===== src/rtl/param_pkg.sv =====
// param_pkg: shared types and constants for the parameter registry loader.
package param_pkg;
  typedef enum logic [1:0] {IDLE, LOAD, DONE} state_t;
  localparam int MASK_W = 11;
  localparam int CODE_W = 11;
  localparam int SJW_W = 2;
  localparam int NUM_BYTES = 4;
  localparam logic PID_MASK = 1'b1;
  localparam logic PID_CODE = 1'b0;
endpackage


===== src/rtl/param_frame_pack.sv =====
// param_frame_pack: maps a byte index of the config frame to registry select and data byte.
module param_frame_pack
  import param_pkg::*;
(
  input  logic [MASK_W-1:0] mask,
  input  logic [CODE_W-1:0] code,
  input  logic [SJW_W-1:0]  sjw,
  input  logic [1:0]        idx,
  output logic              pid,
  output logic [7:0]        data
);
  always_comb begin
    pid = idx[1] ? PID_CODE : PID_MASK;
    data = (idx == 2'd0) ? mask[7:0] :
           (idx == 2'd1) ? {sjw, 3'b000, mask[10:8]} :
           (idx == 2'd2) ? code[7:0] : {5'b00000, code[10:8]};
  end
endmodule


===== src/rtl/param_load_ctrl.sv =====
// param_load_ctrl: serialises a mask/code/SJW filter configuration into the registry's byte load port.
module param_load_ctrl
  import param_pkg::*;
#(
  parameter int                HOLD_CYCLES = 10,
  parameter bit                BOOT_LOAD   = 1'b1,
  parameter logic [MASK_W-1:0] DEF_MASK    = 11'h7FF,
  parameter logic [CODE_W-1:0] DEF_CODE    = 11'h000,
  parameter logic [SJW_W-1:0]  DEF_SJW     = 2'd1
) (
  input  logic              clk,
  input  logic              reset,
  input  logic              cfg_valid,
  output logic              cfg_ready,
  input  logic [MASK_W-1:0] cfg_mask,
  input  logic [CODE_W-1:0] cfg_code,
  input  logic [SJW_W-1:0]  cfg_sjw,
  output logic              param_id,
  output logic [7:0]        param_data,
  output logic              param_we,
  output logic              busy,
  output logic              done
);
  localparam logic [7:0] LAST = 8'(HOLD_CYCLES - 1);
  state_t state_q, state_d;
  logic boot_q, boot_d;
  logic [1:0] idx_q, idx_d;
  logic [7:0] cnt_q, cnt_d;
  logic [MASK_W-1:0] mask_q, mask_d;
  logic [CODE_W-1:0] code_q, code_d;
  logic [SJW_W-1:0] sjw_q, sjw_d;
  logic pid_n;
  logic [7:0] byte_n;
  logic id_q, id_d, we_q, we_d, busy_q, busy_d, done_q, done_d, ready_q, ready_d;
  logic [7:0] data_q, data_d;
  // boot_q marks the reset-time LOAD whose first byte strobe fires on the first enabled edge
  always_comb begin
    state_d = state_q;
    boot_d = 1'b0;
    idx_d = idx_q;
    cnt_d = cnt_q;
    mask_d = mask_q;
    code_d = code_q;
    sjw_d = sjw_q;
    if (state_q == IDLE && cfg_valid) begin
      state_d = LOAD;
      idx_d = 2'd0;
      cnt_d = 8'd0;
      mask_d = cfg_mask;
      code_d = cfg_code;
      sjw_d = cfg_sjw;
    end else if (state_q == LOAD && !boot_q) begin
      cnt_d = (cnt_q == LAST) ? 8'd0 : cnt_q + 8'd1;
      idx_d = (cnt_q == LAST) ? idx_q + 2'd1 : idx_q;
      state_d = (cnt_q == LAST && idx_q == 2'(NUM_BYTES - 1)) ? DONE : LOAD;
    end else if (state_q == DONE) begin
      state_d = IDLE;
    end
  end
  param_frame_pack u_pack (
    .mask(mask_d),
    .code(code_d),
    .sjw (sjw_d),
    .idx (idx_d),
    .pid (pid_n),
    .data(byte_n)
  );
  always_comb begin
    id_d = (state_d == LOAD) ? pid_n : PID_MASK;
    data_d = (state_d == LOAD) ? byte_n : 8'h00;
    we_d = (state_d == LOAD) && (cnt_d == 8'd0);
    busy_d = state_d != IDLE;
    done_d = state_d == DONE;
    ready_d = state_d == IDLE;
  end
  always_ff @(posedge clk or posedge reset) begin
    if (reset) begin
      state_q <= BOOT_LOAD ? LOAD : IDLE;
      boot_q <= BOOT_LOAD;
      idx_q <= 2'd0;
      cnt_q <= 8'd0;
      mask_q <= DEF_MASK;
      code_q <= DEF_CODE;
      sjw_q <= DEF_SJW;
      id_q <= PID_MASK;
      data_q <= BOOT_LOAD ? DEF_MASK[7:0] : 8'h00;
      we_q <= 1'b0;
      busy_q <= BOOT_LOAD;
      done_q <= 1'b0;
      ready_q <= !BOOT_LOAD;
    end else begin
      state_q <= state_d;
      boot_q <= boot_d;
      idx_q <= idx_d;
      cnt_q <= cnt_d;
      mask_q <= mask_d;
      code_q <= code_d;
      sjw_q <= sjw_d;
      id_q <= id_d;
      data_q <= data_d;
      we_q <= we_d;
      busy_q <= busy_d;
      done_q <= done_d;
      ready_q <= ready_d;
    end
  end
  assign param_id = id_q;
  assign param_data = data_q;
  assign param_we = we_q;
  assign busy = busy_q;
  assign done = done_q;
  assign cfg_ready = ready_q;
endmodule


===== config.mk =====
export PLATFORM = sky130hd
export DESIGN_NAME = param_load_ctrl
export DESIGN_NICKNAME = d
export VERILOG_FILES = /design/src/rtl/param_pkg.sv /design/src/rtl/param_frame_pack.sv /design/src/rtl/param_load_ctrl.sv
export SDC_FILE = /design/constraint.sdc
export NUM_CORES = 1
export LEC_CHECK = 0
export BUFFER_PORTS_ARGS = -buffer_cell sky130_fd_sc_hd__buf_4
export CAP_MARGIN = 10
export CORE_MARGIN = 2
export CORE_UTILIZATION = 56
export DETAILED_ROUTE_END_ITERATION = 10
export GPL_TIMING_DRIVEN = 0
export PLACE_DENSITY = 0.79
export SLEW_MARGIN = 20
export SYNTH_ARGS = -nofsm -noshare
export SYNTH_HDL_FRONTEND = slang
export SYNTH_SLANG_ARGS = --single-unit

===== constraint.sdc =====
create_clock -name clk -period 2.3 [get_ports clk]
set_clock_uncertainty 0.05 [all_clocks]
set_input_delay 0.23 -clock clk [delete_from_list [all_inputs] [get_ports clk]]
set_output_delay 0.23 -clock clk [all_outputs]
set_load 0.01 [all_outputs]

==> metrics.md, run 1 <==
| Metric | Value |
|---|---|
| Status | `completed` |
| Final Hold Fails | `0` |
| PortBufs | `39` |
| Post-Syn Instances | `242` |
| Netlist cell types | `47` |
| Startpoint types | `flip-flop` |
| Number of buffers created by CTS | `5` |
| Setup ws final | `0.171 ns` |
| # Post-CTS Setup Buffers | `0` |
| I/O pins | `40` |
| Final Max Tran Viols | `0` |
| Initial antenna violation count | `0` |
| Routed Antenna Nets | `0` |
| CTS H-Tree Depth | `2` |
| Overflow after GRT | `0` |
| Tot GR Track Use | `20.7%` |
| Type of destination of the critical path | `flip-flop` |
| Row cnt | `23` |
| Total routed wirelength | `4880 um` |
| Drt initial violations | `106` |
| Post-Syn Area per Cell | `10.0 um2` |
| Synth Cell Area | `2430 um2` |
| First-pass GRT wire length | `8160 um` |
| Pre-CTS setup slack | `0.202 ns` |
| #FFs+latches synth | `50` |
| Yosys top cell area share | `26.8%` |
| Routability congestion estimate from global placement | `0.855` |
| Type of the worst setup path | `reg2reg` |
| Pin count of the biggest net entering global routing | `33` |
| P&R area growth vs syn | `20.0%` |
| RSZ-0062 raised after global routing | `no` |
| Max_cap viols | `0` |
| Worst hold-check path type | `in2reg` |
| Worst-path clk slew | `0.10 ns` |
| Ys async rst share | `100%` |
| Period minus WS final | `2.13 ns` |
| Via/cell ratio | `5.46` |
| Arr. time, crit path | `2.27 ns` |
| Synth area leader | `dfrtp_1` |
| Endpoints failing setup | `0` |
| PD cells | `1270 nW/um2` |
| Max clock buf depth | `2` |
| Full die area | `4870 um2` |
| Main area contributors after synthesis | `dfrtp_1 27%, dfstp_2 26%, nand2_1 11%` |
| Clk sink count | `50` |
| Vias in the first global route | `1836` |
| Worst skew pair latency | `0.30 ns` |
| CTS tree | `yes` |
| Top post-synthesis cells by count | `72 x nand2_1, 26 x dfrtp_1, 24 x dfstp_2` |
| Die Ht | `69.8 um` |
| Top_reg_cell synth | `dfrtp_1` |
| Tcrit/Tclk final | `92.6%` |
| Syn_nets | `272` |
| Sum Neg Setup Slack | `0 ns` |
| Fraction of the yosys area taken by sequential cells | `52.8%` |
| YS warnings | `0` |
| Filler cell count | `318` |
| Core Footprint | `4090 um2` |
| DRC errors left | `0` |
| Max Fclk | `470 MHz` |
| Pleak | `1.42 nW` |
| First-pass DRT Iterations | `4` |
| Hpwl dp | `3490 um` |
| Initial Util | `59.4%` |
| Wire per inst | `14.3 um` |
| Vias | `1863` |
| Final nets | `320` |
| Number of synthesized flops with an enable pin | `0` |
| Peak supply drop | `707 uV` |
| DIE WIDTH | `69.8 um` |
| Most common cell in the netlist | `nand2_1` |
| Antenna diodes | `0` |
| Req. time, crit path | `2.44 ns` |
| Crit Path Max Fanout | `9` |
| Share of cells above drive strength 1 | `30.9%` |
| CTS root buffer | `clkbuf_8` |
report_power, final:
part	total (W)	internal (W)	switching [W]	leakage, nW
registers	0.00168	0.00140	0.000275	0.585
clock network	0.000549	0.000248	0.000301	0.0478
logic	0.00148	0.000671	0.000805	0.788
total	0.00370	0.00232	0.00138	1.42
sequential cells by signal (all words and copies together), names as in the netlist:
name and count:
sjw_q 2, param_id 1, mask_q 11, done 1, param_we 1, cfg_ready 1, state_q 2, code_q 11
cnt_q 8, param_data 8, boot_q 1, idx_q 2, busy 1
cells in the final DEF, fill, tap and decap left out, types with 8 or more instances in the layout:
| master | instances |
|---|---|
| mux2i_1 | 9 |
| o21ai_0 | 10 |
| dfstp_2 | 24 |
| dfrtp_1 | 26 |
| nand2_1 | 72 |
| nand4_1 | 8 |
| inv_1 | 9 |
| nor2_1 | 16 |
| clkbuf_8 | 9 |
| buf_4 | 39 |
cell families after synthesis:
group	after synthesis	share of synthesized area (%)
fa+ha+maj	3	1.55
flops	50	52.8
mux	9	3.71
buf+inv	20	4.80
simple gates	123	24.4
other cells	1	0.155
xor+xnor	6	2.94
compound gates	30	9.59
worst paths after layout:
path                                startpoint                 endpoint  slack (ns)  depth (start not counted)
setup / recovery            cnt_q[0]$_DFF_PP0_  param_data[2]$_DFF_PP1_        0.17                          6
hold / removal                     cfg_code[6]      code_q[6]$_DFF_PP0_        0.05                          3
setup reg to reg            cnt_q[0]$_DFF_PP0_  param_data[2]$_DFF_PP1_        0.17                          6
hold reg to reg            mask_q[8]$_DFF_PP1_      mask_q[8]$_DFF_PP1_        0.42                          2
max in group asynchronous                reset  param_data[2]$_DFF_PP1_        1.20                          4
min in group asynchronous                reset           done$_DFF_PP0_        0.43                          3
cell type report:
type                            count  area [um2]  share of cell area [%]
Tap cell                           50        62.6                    2.15
Inverter                           10        37.5                    1.29
Clock inverter                      2        16.3                   0.559
Sequential cell                    50        1280                    44.0
Buffer                             10        78.8                    2.71
Multi-Input combinational cell    172        1030                    35.3
Clock buffer                        6        82.6                    2.84
Timing Repair Buffer               41         323                    11.1
through the flow:
stage	util (%)	area, um2	total power [W]	hold slack, ns	cells
after CTS	71.2	2910	0.00372	0.0512	341
final	71.2	2910	0.00370	0.0538	341
after global routing	71.2	2910	0.00397	0.0464	341
after floorplan	-	2430	0.00269	0.263	242
after global placement	68.1	2780	0.00310	0.371	331
after detailed placement	68.6	2800	0.00315	0.219	332
worst max-delay path: stages (launching register included):
cell	delay [ns]
dfrtp_1	0.45
ha_1	0.23
nor4b_4	0.14
and2_1	0.21
a311oi_4	0.45
o21ai_0	0.17
a211oi_1	0.32
routing by layer:
layer  part of all wire [%]  vias to the layer above  routed length, um  GRT usage (%)
met5                      0                        -                  0              0
met4                    1.1                        0                 55           6.41
met3                    5.0                        8                243           5.96
met2                     48                       47               2360           33.3
met1                     46                      893               2220           27.1
li1                       -                      915                  -              -
timing repair:
action	in CTS	in global routing
hold endpoints to repair	15	0
setup endpoints to repair	0	3
resized for setup	0	0
hold buffers	1	0
Note: power is estimated with default switching activity, not from simulation.
==> inputs of run 2 (changes only) <==
--- a/config.mk
+++ b/config.mk
@@ -12,6 +12,7 @@
 export DETAILED_ROUTE_END_ITERATION = 10
 export GPL_TIMING_DRIVEN = 0
 export PLACE_DENSITY = 0.79
+export RECOVER_POWER = 25
 export SLEW_MARGIN = 20
 export SYNTH_ARGS = -nofsm -noshare
 export SYNTH_HDL_FRONTEND = slang
==> run 2 against run 1 <==
Sequential share of layout area increased by 0.40 points. Critical path depth did not move. Power fell by 0.27%. Sequential power about the same. Register-to-register slack is essentially flat. Via count down 0.11%. Combinational power about the same. First-iteration DRC count shrank 4.7%. Clock power hardly changed. Final area shrank 0.90%. Worst hold slack lost 0.0015 ns. Sequential cell count did not move. Critical path type unchanged.
==> metrics.md, run 2 (synthesis gave the netlist of run 1 again) <==
| Metric | Value |
|---|---|
| Total routed wirelength | `4880 um (about the same)` |
| PD cells | `1280 nW/um2 (+0.63%)` |
| PortBufs | `39 (unchanged)` |
| Sum Neg Setup Slack | `0 ns (unchanged)` |
| Pleak | `1.40 nW (-1.2%)` |
| Commonest cells after routing, fill and taps aside | `72 x nand2_1, 35 x buf_4, 26 x dfrtp_1` |
| Drt initial violations | `101 (-4.7%)` |
| PostCTS Resize Cnt | `0 (unchanged)` |
| Die Ht | `69.8 um (unchanged)` |
| RSZ-0062 raised after global routing | `no` |
| Vias in the first global route | `1836 (unchanged)` |
| Peak supply drop | `709 uV (+0.31%)` |
| Type of destination of the critical path | `flip-flop` |
| DIE WIDTH | `69.8 um (unchanged)` |
| Period minus WS final | `2.14 ns (+0.00954 ns)` |
| Routability congestion estimate from global placement | `0.855 (unchanged)` |
| Antenna diodes | `0 (unchanged)` |
| Row cnt | `23 (unchanged)` |
| Crit Path Max Fanout | `9 (unchanged)` |
| Filler cell count | `322 (+1.3%)` |
| Tot GR Track Use | `20.7% (unchanged)` |
| CTS root buffer | `clkbuf_8` |
| # Post-CTS Setup Buffers | `0 (unchanged)` |
| P&R area growth vs syn | `18.9%` |
| CTS tree | `yes` |
| First-pass GRT wire length | `8160 um (unchanged)` |
| Slew HR | `49.4%` |
| Wire per inst | `14.3 um (about the same)` |
| Number of buffers created by CTS | `5 (unchanged)` |
| Worst Tran Pin Value | `0.759 ns` |
| Startpoint types | `flip-flop` |
| Worst hold-check path type | `in2reg` |
| Max Fclk | `468 MHz (-0.45%)` |
| Final Max Tran Viols | `0 (unchanged)` |
| Core Footprint | `4090 um2 (unchanged)` |
| I/O pins | `40 (unchanged)` |
| Type of the worst setup path | `reg2reg` |
| Max_cap viols | `0 (unchanged)` |
| Hpwl dp | `3490 um (unchanged)` |
| Arr. time, crit path | `2.28 ns (about the same)` |
| Worst skew pair latency | `0.30 ns (about the same)` |
| Via/cell ratio | `5.46 (-0.11%)` |
| Status | `completed` |
| Initial antenna violation count | `0 (unchanged)` |
| Overflow after GRT | `0 (unchanged)` |
| Full die area | `4870 um2 (unchanged)` |
| Share of cells above drive strength 1 | `29.6% (-1.4 points)` |
| Total Power | `0.00369 W (-0.27%)` |
| Endpoints failing setup | `0 (unchanged)` |
| Commonest non-fill, non-tap cell in the layout | `nand2_1` |
| Final Hold Fails | `0 (unchanged)` |
| Req. time, crit path | `2.44 ns (about the same)` |
| Initial Util | `59.4% (unchanged)` |
| First-pass DRT Iterations | `4 (unchanged)` |
| Tcrit/Tclk final | `93.0% (+0.41 points)` |
| CTS H-Tree Depth | `2 (unchanged)` |
| DRC errors left | `0 (unchanged)` |
| Max clock buf depth | `2 (unchanged)` |
| Routed Antenna Nets | `0 (unchanged)` |
| Final nets | `320 (unchanged)` |
| Pin count of the biggest net entering global routing | `33 (unchanged)` |
| Clk sink count | `50 (unchanged)` |
| Vias | `1861 (-0.11%)` |
| Biggest regs | `code_q (11), mask_q (11)` |
| Worst-path clk slew | `0.10 ns (about the same)` |
==> run 2: final cells by class <==
type / count / area (um2) / share of cell area (%)
buffer: 10 / 78.8 / 2.73
clock buffer: 6 / 82.6 / 2.86
clock inverter: 2 / 16.3 / 0.564
inverter: 10 / 37.5 / 1.30
multi-input combinational: 172 / 1030 / 35.7
sequential: 50 / 1280 / 44.4
tap: 50 / 62.6 / 2.17
timing repair buffer: 41 / 297 / 10.3
==> run 2: power by group <==
group	leakage [nW]	switching, W	internal (W)
sequential	0.585	0.000278	0.00140
combinational	0.771	0.000804	0.000658
clock	0.0478	0.000302	0.000248
==> run 2: critical path: stages, from the launching register on <==
cell and delay, ns:
dfrtp_1 0.45, ha_1 0.23, nor4b_4 0.14, and2_1 0.21
a311oi_4 0.46, o21ai_0 0.18, a211oi_1 0.32
==> run 2: per-stage QoR <==
step	cell area (um2)	cells	worst slack (ns)	util [%]	hold slack, ns
after detailed placement	2800	332	0.202	68.6	0.219
after floorplan	2430	242	0.449	-	0.263
after global placement	2780	331	0.191	68.1	0.371
final	2880	341	0.162	70.6	0.0523
after CTS	2910	341	0.122	71.2	0.0512
after global routing	2880	341	0.0317	70.6	0.0464
==> run 2: final timing paths <==
check,start,to,slack [ns],cells after the start
max,cnt_q[0]$_DFF_PP0_,param_data[2]$_DFF_PP1_,0.16,6
min,cfg_code[6],code_q[6]$_DFF_PP0_,0.05,3
max reg2reg,cnt_q[0]$_DFF_PP0_,param_data[2]$_DFF_PP1_,0.16,6
min reg2reg,mask_q[8]$_DFF_PP1_,mask_q[8]$_DFF_PP1_,0.42,2
max in group asynchronous,reset,code_q[0]$_DFF_PP0_,0.47,4
min in group asynchronous,reset,done$_DFF_PP0_,0.54,3
==> run 2: timing repair <==
action / 4_1_cts / 5_1_grt
hold endpoints to repair: 15 / 0
hold buffers: 1 / 0
setup endpoints to repair: 0 / 3
==> run 2: routing by layer <==
| layer | routed length [um] | up-vias | global-route usage (%) | part of all wire [%] |
|---|---|---|---|---|
| li1 | - | 915 | - | - |
| met1 | 2210 | 891 | 27.1 | 45 |
| met2 | 2390 | 51 | 33.3 | 49 |
| met3 | 247 | 4 | 5.96 | 5.1 |
| met4 | 31 | 0 | 6.41 | 0.64 |
| met5 | 0 | - | 0 | 0 |
==> inputs of run 3 (changes only) <==
--- a/config.mk
+++ b/config.mk
@@ -8,7 +8,7 @@
 export BUFFER_PORTS_ARGS = -buffer_cell sky130_fd_sc_hd__buf_4
 export CAP_MARGIN = 10
 export CORE_MARGIN = 2
-export CORE_UTILIZATION = 56
+export CORE_UTILIZATION = 55
 export DETAILED_ROUTE_END_ITERATION = 10
 export GPL_TIMING_DRIVEN = 0
 export PLACE_DENSITY = 0.79
@@ -16,4 +16,5 @@
 export SLEW_MARGIN = 20
 export SYNTH_ARGS = -nofsm -noshare
 export SYNTH_HDL_FRONTEND = slang
+export SYNTH_HIERARCHICAL = 1
 export SYNTH_SLANG_ARGS = --single-unit
==> run 3 against run 2 <==
Sequential cell count unchanged. Largest cell class unchanged. Die area decreased by 4.5%. Worst hold slack better by 0.052 ns. Largest power group unchanged. Synthesized cell count down 28%. Count of clock-buffer cells in the layout unchanged. Sequential power is 12% lower. Core utilization increased by 3.2 points. Maximum frequency shrank 5.9%. Setup slack got worse by 0.13 ns. Synthesized area decreased by 6.5%. Power up 0.57%.
==> metrics.md, run 3 <==
| Metric | Value |
|---|---|
| Status | `completed` |
| DIE WIDTH | `68.2 um (-2.3%)` |
| Reg area | `1280 um2 (+0.20%)` |
| Overflow after GRT | `0 (unchanged)` |
| Vias in the first global route | `1641 (-11%)` |
| Full die area | `4650 um2 (-4.5%)` |
| R2R Path End | `param_data[0]$_DFF_PP1_` |
| Synth area leader | `dfrtp_1` |
| DRC errors left | `0 (unchanged)` |
| #FFs+latches synth | `50 (unchanged)` |
| Period minus WS final | `2.27 ns (+0.134 ns)` |
| Biggest regs | `code_q (11), mask_q (11)` |
| Commonest cells after routing, fill and taps aside | `49 x buf_4, 24 x mux2_2, 24 x dfstp_2, 24 x dfrtp_1, 15 x nor2_1` |
| Final Hold Fails | `0 (unchanged)` |
| Hold slack final | `0.104 ns (+0.0520 ns)` |
| Most common cell in the netlist | `dfrtp_1` |
| Drt initial violations | `55 (-46%)` |
| Core Footprint | `3970 um2 (-2.8%)` |
| Max Fclk | `440 MHz (-5.9%)` |
| Slew HR | `32.3% (-17 points)` |
| R2R Setup Slk | `0.03 ns (-0.13 ns)` |
| Clk sink count | `50 (unchanged)` |
| Syn_nets | `205 (-25%)` |
| Arr. time, crit path | `2.47 ns (+0.19 ns)` |
| Post-Syn Instances | `175 (-28%)` |
| Startpoint types | `flip-flop` |
| Req. time, crit path | `2.50 ns (+0.06 ns)` |
| Share of cells above drive strength 1 | `54.9% (+25 points)` |
| Vias | `1527 (-18%)` |
| Crit Path Max Fanout | `6 (-3)` |
| Fraction of the yosys area taken by sequential cells | `56.5% (+3.7 points)` |
| CTS H-Tree Depth | `2 (unchanged)` |
| Wire per inst | `16.6 um (+16%)` |
| Switching Fraction | `29.8% (-7.7 points)` |
| Top post-synthesis cells by count | `26 x dfrtp_1, 24 x dfstp_2, 24 x mux2_2` |
| Routed Antenna Nets | `0 (unchanged)` |
| Peak supply drop | `908 uV (+28%)` |
| Internal | `0.00260 W (+13%)` |
| Clock share of power | `20.3% (+5.4 points)` |
| Endpoints failing setup | `0 (unchanged)` |
| Netlist cell types | `40 (-15%)` |
| First-pass DRT Iterations | `4 (unchanged)` |
| Pin count of the biggest net entering global routing | `27 (-18%)` |
| Number of buffers created by CTS | `5 (unchanged)` |
| Total routed wirelength | `4690 um (-3.9%)` |
| CTS tree | `yes` |
| Initial antenna violation count | `0 (unchanged)` |
| Synth Cell Area | `2270 um2 (-6.5%)` |
| Filler cell count | `282 (-12%)` |
| CTS root buffer | `clkbuf_8` |
| Worst Tran Pin Value | `1.01 ns (+0.255 ns)` |
| First-pass GRT wire length | `7510 um (-7.9%)` |
| Type of destination of the critical path | `flip-flop` |
| Critical path origin | `cnt_q[1]$_DFF_PP0_` |
| Worst skew pair latency | `0.31 ns (about the same)` |
| Number of synthesized flops with an enable pin | `0 (unchanged)` |
| Max_cap viols | `0 (unchanged)` |
| Initial Util | `57.1% (-2.2 points)` |
| Multi-input gate area | `956 um2 (-7.1%)` |
| Worst R2R Path Depth | `9 (+3)` |
| Routability congestion estimate from global placement | `0.767 (-10%)` |
| Tcrit/Tclk final | `98.8% (+5.8 points)` |
| Placed Cells | `265 (-20%)` |
| Hpwl dp | `3280 um (-6.0%)` |
| Post-Syn Area per Cell | `13.0 um2 (+29%)` |
| Main area contributors after synthesis | `dfrtp_1 29%, dfstp_2 28%, mux2_2 12%` |
| Tot GR Track Use | `22.7% (+2.0 points)` |
| Die Ht | `68.2 um (-2.3%)` |
| NetSw | `0.00111 W (-20%)` |
| Row cnt | `23 (unchanged)` |
| RSZ-0062 raised after global routing | `yes` |
| Max clock buf depth | `2 (unchanged)` |
| Fin cells | `283 (-17%)` |
| Via/cell ratio | `5.40 (-1.1%)` |
| Worst r2r src | `cnt_q[1]$_DFF_PP0_` |
| P&R area growth vs syn | `29.2%` |
| Final nets | `262 (-18%)` |
| Worst hold-check path type | `in2reg` |
| Yosys top cell area share | `28.7% (+1.9 points)` |
| Commonest non-fill, non-tap cell in the layout | `buf_4` |
| Ys async rst share | `100% (unchanged)` |
| Antenna diodes | `0 (unchanged)` |
| I/O pins | `40 (unchanged)` |
| Pleak | `1.31 nW (-6.8%)` |
| YS warnings | `6 (+6)` |
| PD cells | `1270 nW/um2 (-1.1%)` |
| PortBufs | `39 (unchanged)` |
| Worst-path clk slew | `0.09 ns (about the same)` |
| Final Max Tran Viols | `0 (unchanged)` |
| Sequential Power Share | `40.0% (-5.5 points)` |
| Setup crit end | `param_data[0]$_DFF_PP1_` |
| Gate power share | `39.7% (about the same)` |
| Type of the worst setup path | `reg2reg` |
| Top_reg_cell synth | `dfrtp_1` |
-- run 3: power groups by stage --
stage / Clock, W / Combinational (W) / Sequential [W]
5_1_grt: 0.000790 / 0.00161 / 0.00152
4_1_cts: 0.000764 / 0.00145 / 0.00149
3_5_place_dp: 0 / 0.00131 / 0.00153
3_3_place_gp: 0 / 0.00122 / 0.00149
6_report: 0.000754 / 0.00147 / 0.00148
2_1_floorplan: 0 / 0.000912 / 0.00151
-- run 3: cell type report --
type                       count  share of cell area (%)
sequential                    50                    43.8
inverter                       7                   0.896
multi-input combinational    110                    32.6
timing repair buffer          51                    13.8
clock inverter                 2                    2.05
clock buffer                   6                    2.82
tap                           50                    2.13
buffer                         7                    1.88
-- run 3: logic make-up (layout without fill, tap and decap cells) --
logic type               count (synthesis)  count (layout)  synth area share (%)
AND/OR/NAND/NOR                         48              48                  11.9
multiplexers                            33              33                  17.5
adder cells (fa/ha/maj)                  3               3                  1.65
XOR/XNOR                                10              10                  3.86
AO/OA/AOI/OAI                           15              15                  5.30
other                                    1               1                 0.165
flip-flops                              50              50                  56.5
buffers and inverters                   15              73                  3.09
-- run 3: stage by stage --
step                setup slack (ns)  setup TNS (ns)  power [W]  util (%)  cell area [um2]
floorplan                   -0.00547         -0.0164    0.00242         -             2270
finish                        0.0281               0    0.00371      73.8             2930
detailed placement            -0.368           -1.91    0.00284      67.0             2660
global route                 -0.0734          -0.318    0.00392      73.8             2930
CTS                       0.00000377               0    0.00371      73.3             2910
global placement              -0.283           -1.62    0.00271      66.2             2630
-- run 3: worst max-delay path, cell delays in order, from the launching register on --
cell and delay, ns:
dfrtp_1 0.39, inv_1 0.06, ha_1 0.13, nor4b_4 0.25, nand4_1 0.19, xor2_1 0.21, nor2_2 0.13, buf_6 0.15
mux4_2 0.51, and2_4 0.15
-- run 3: routing by layer --
layer	vias to the layer above	track usage (%)	part of all wire (%)
met5	-	0	0
met4	0	11.3	1.7
met3	7	4.77	3.5
met2	41	39.2	55
met1	765	26.8	40
li1	714	-	-
-- run 3: worst min-delay path by stage --
stage,slack [ns],startpoint,depth (start not counted),to
after floorplan,0.30,cfg_valid,1,cfg_ready$_DFF_PP0_
after global placement,0.42,cfg_valid,2,cfg_ready$_DFF_PP0_
after detailed placement,0.27,reset,2,cnt_q[5]$_DFF_PP0_
after CTS,0.09,cfg_valid,2,cfg_ready$_DFF_PP0_
after global routing,0.11,cfg_valid,2,cfg_ready$_DFF_PP0_
final,0.10,cfg_valid,2,cfg_ready$_DFF_PP0_
-- run 3: timing repair --
action / 4_1_cts / 5_1_grt
hold buffers: 1 / 0
resized for setup: 11 / 5
pin swaps: 4 / 5
setup endpoints to repair: 8 / 9
hold endpoints to repair: 15 / 0
buffers inserted: 8 / 2
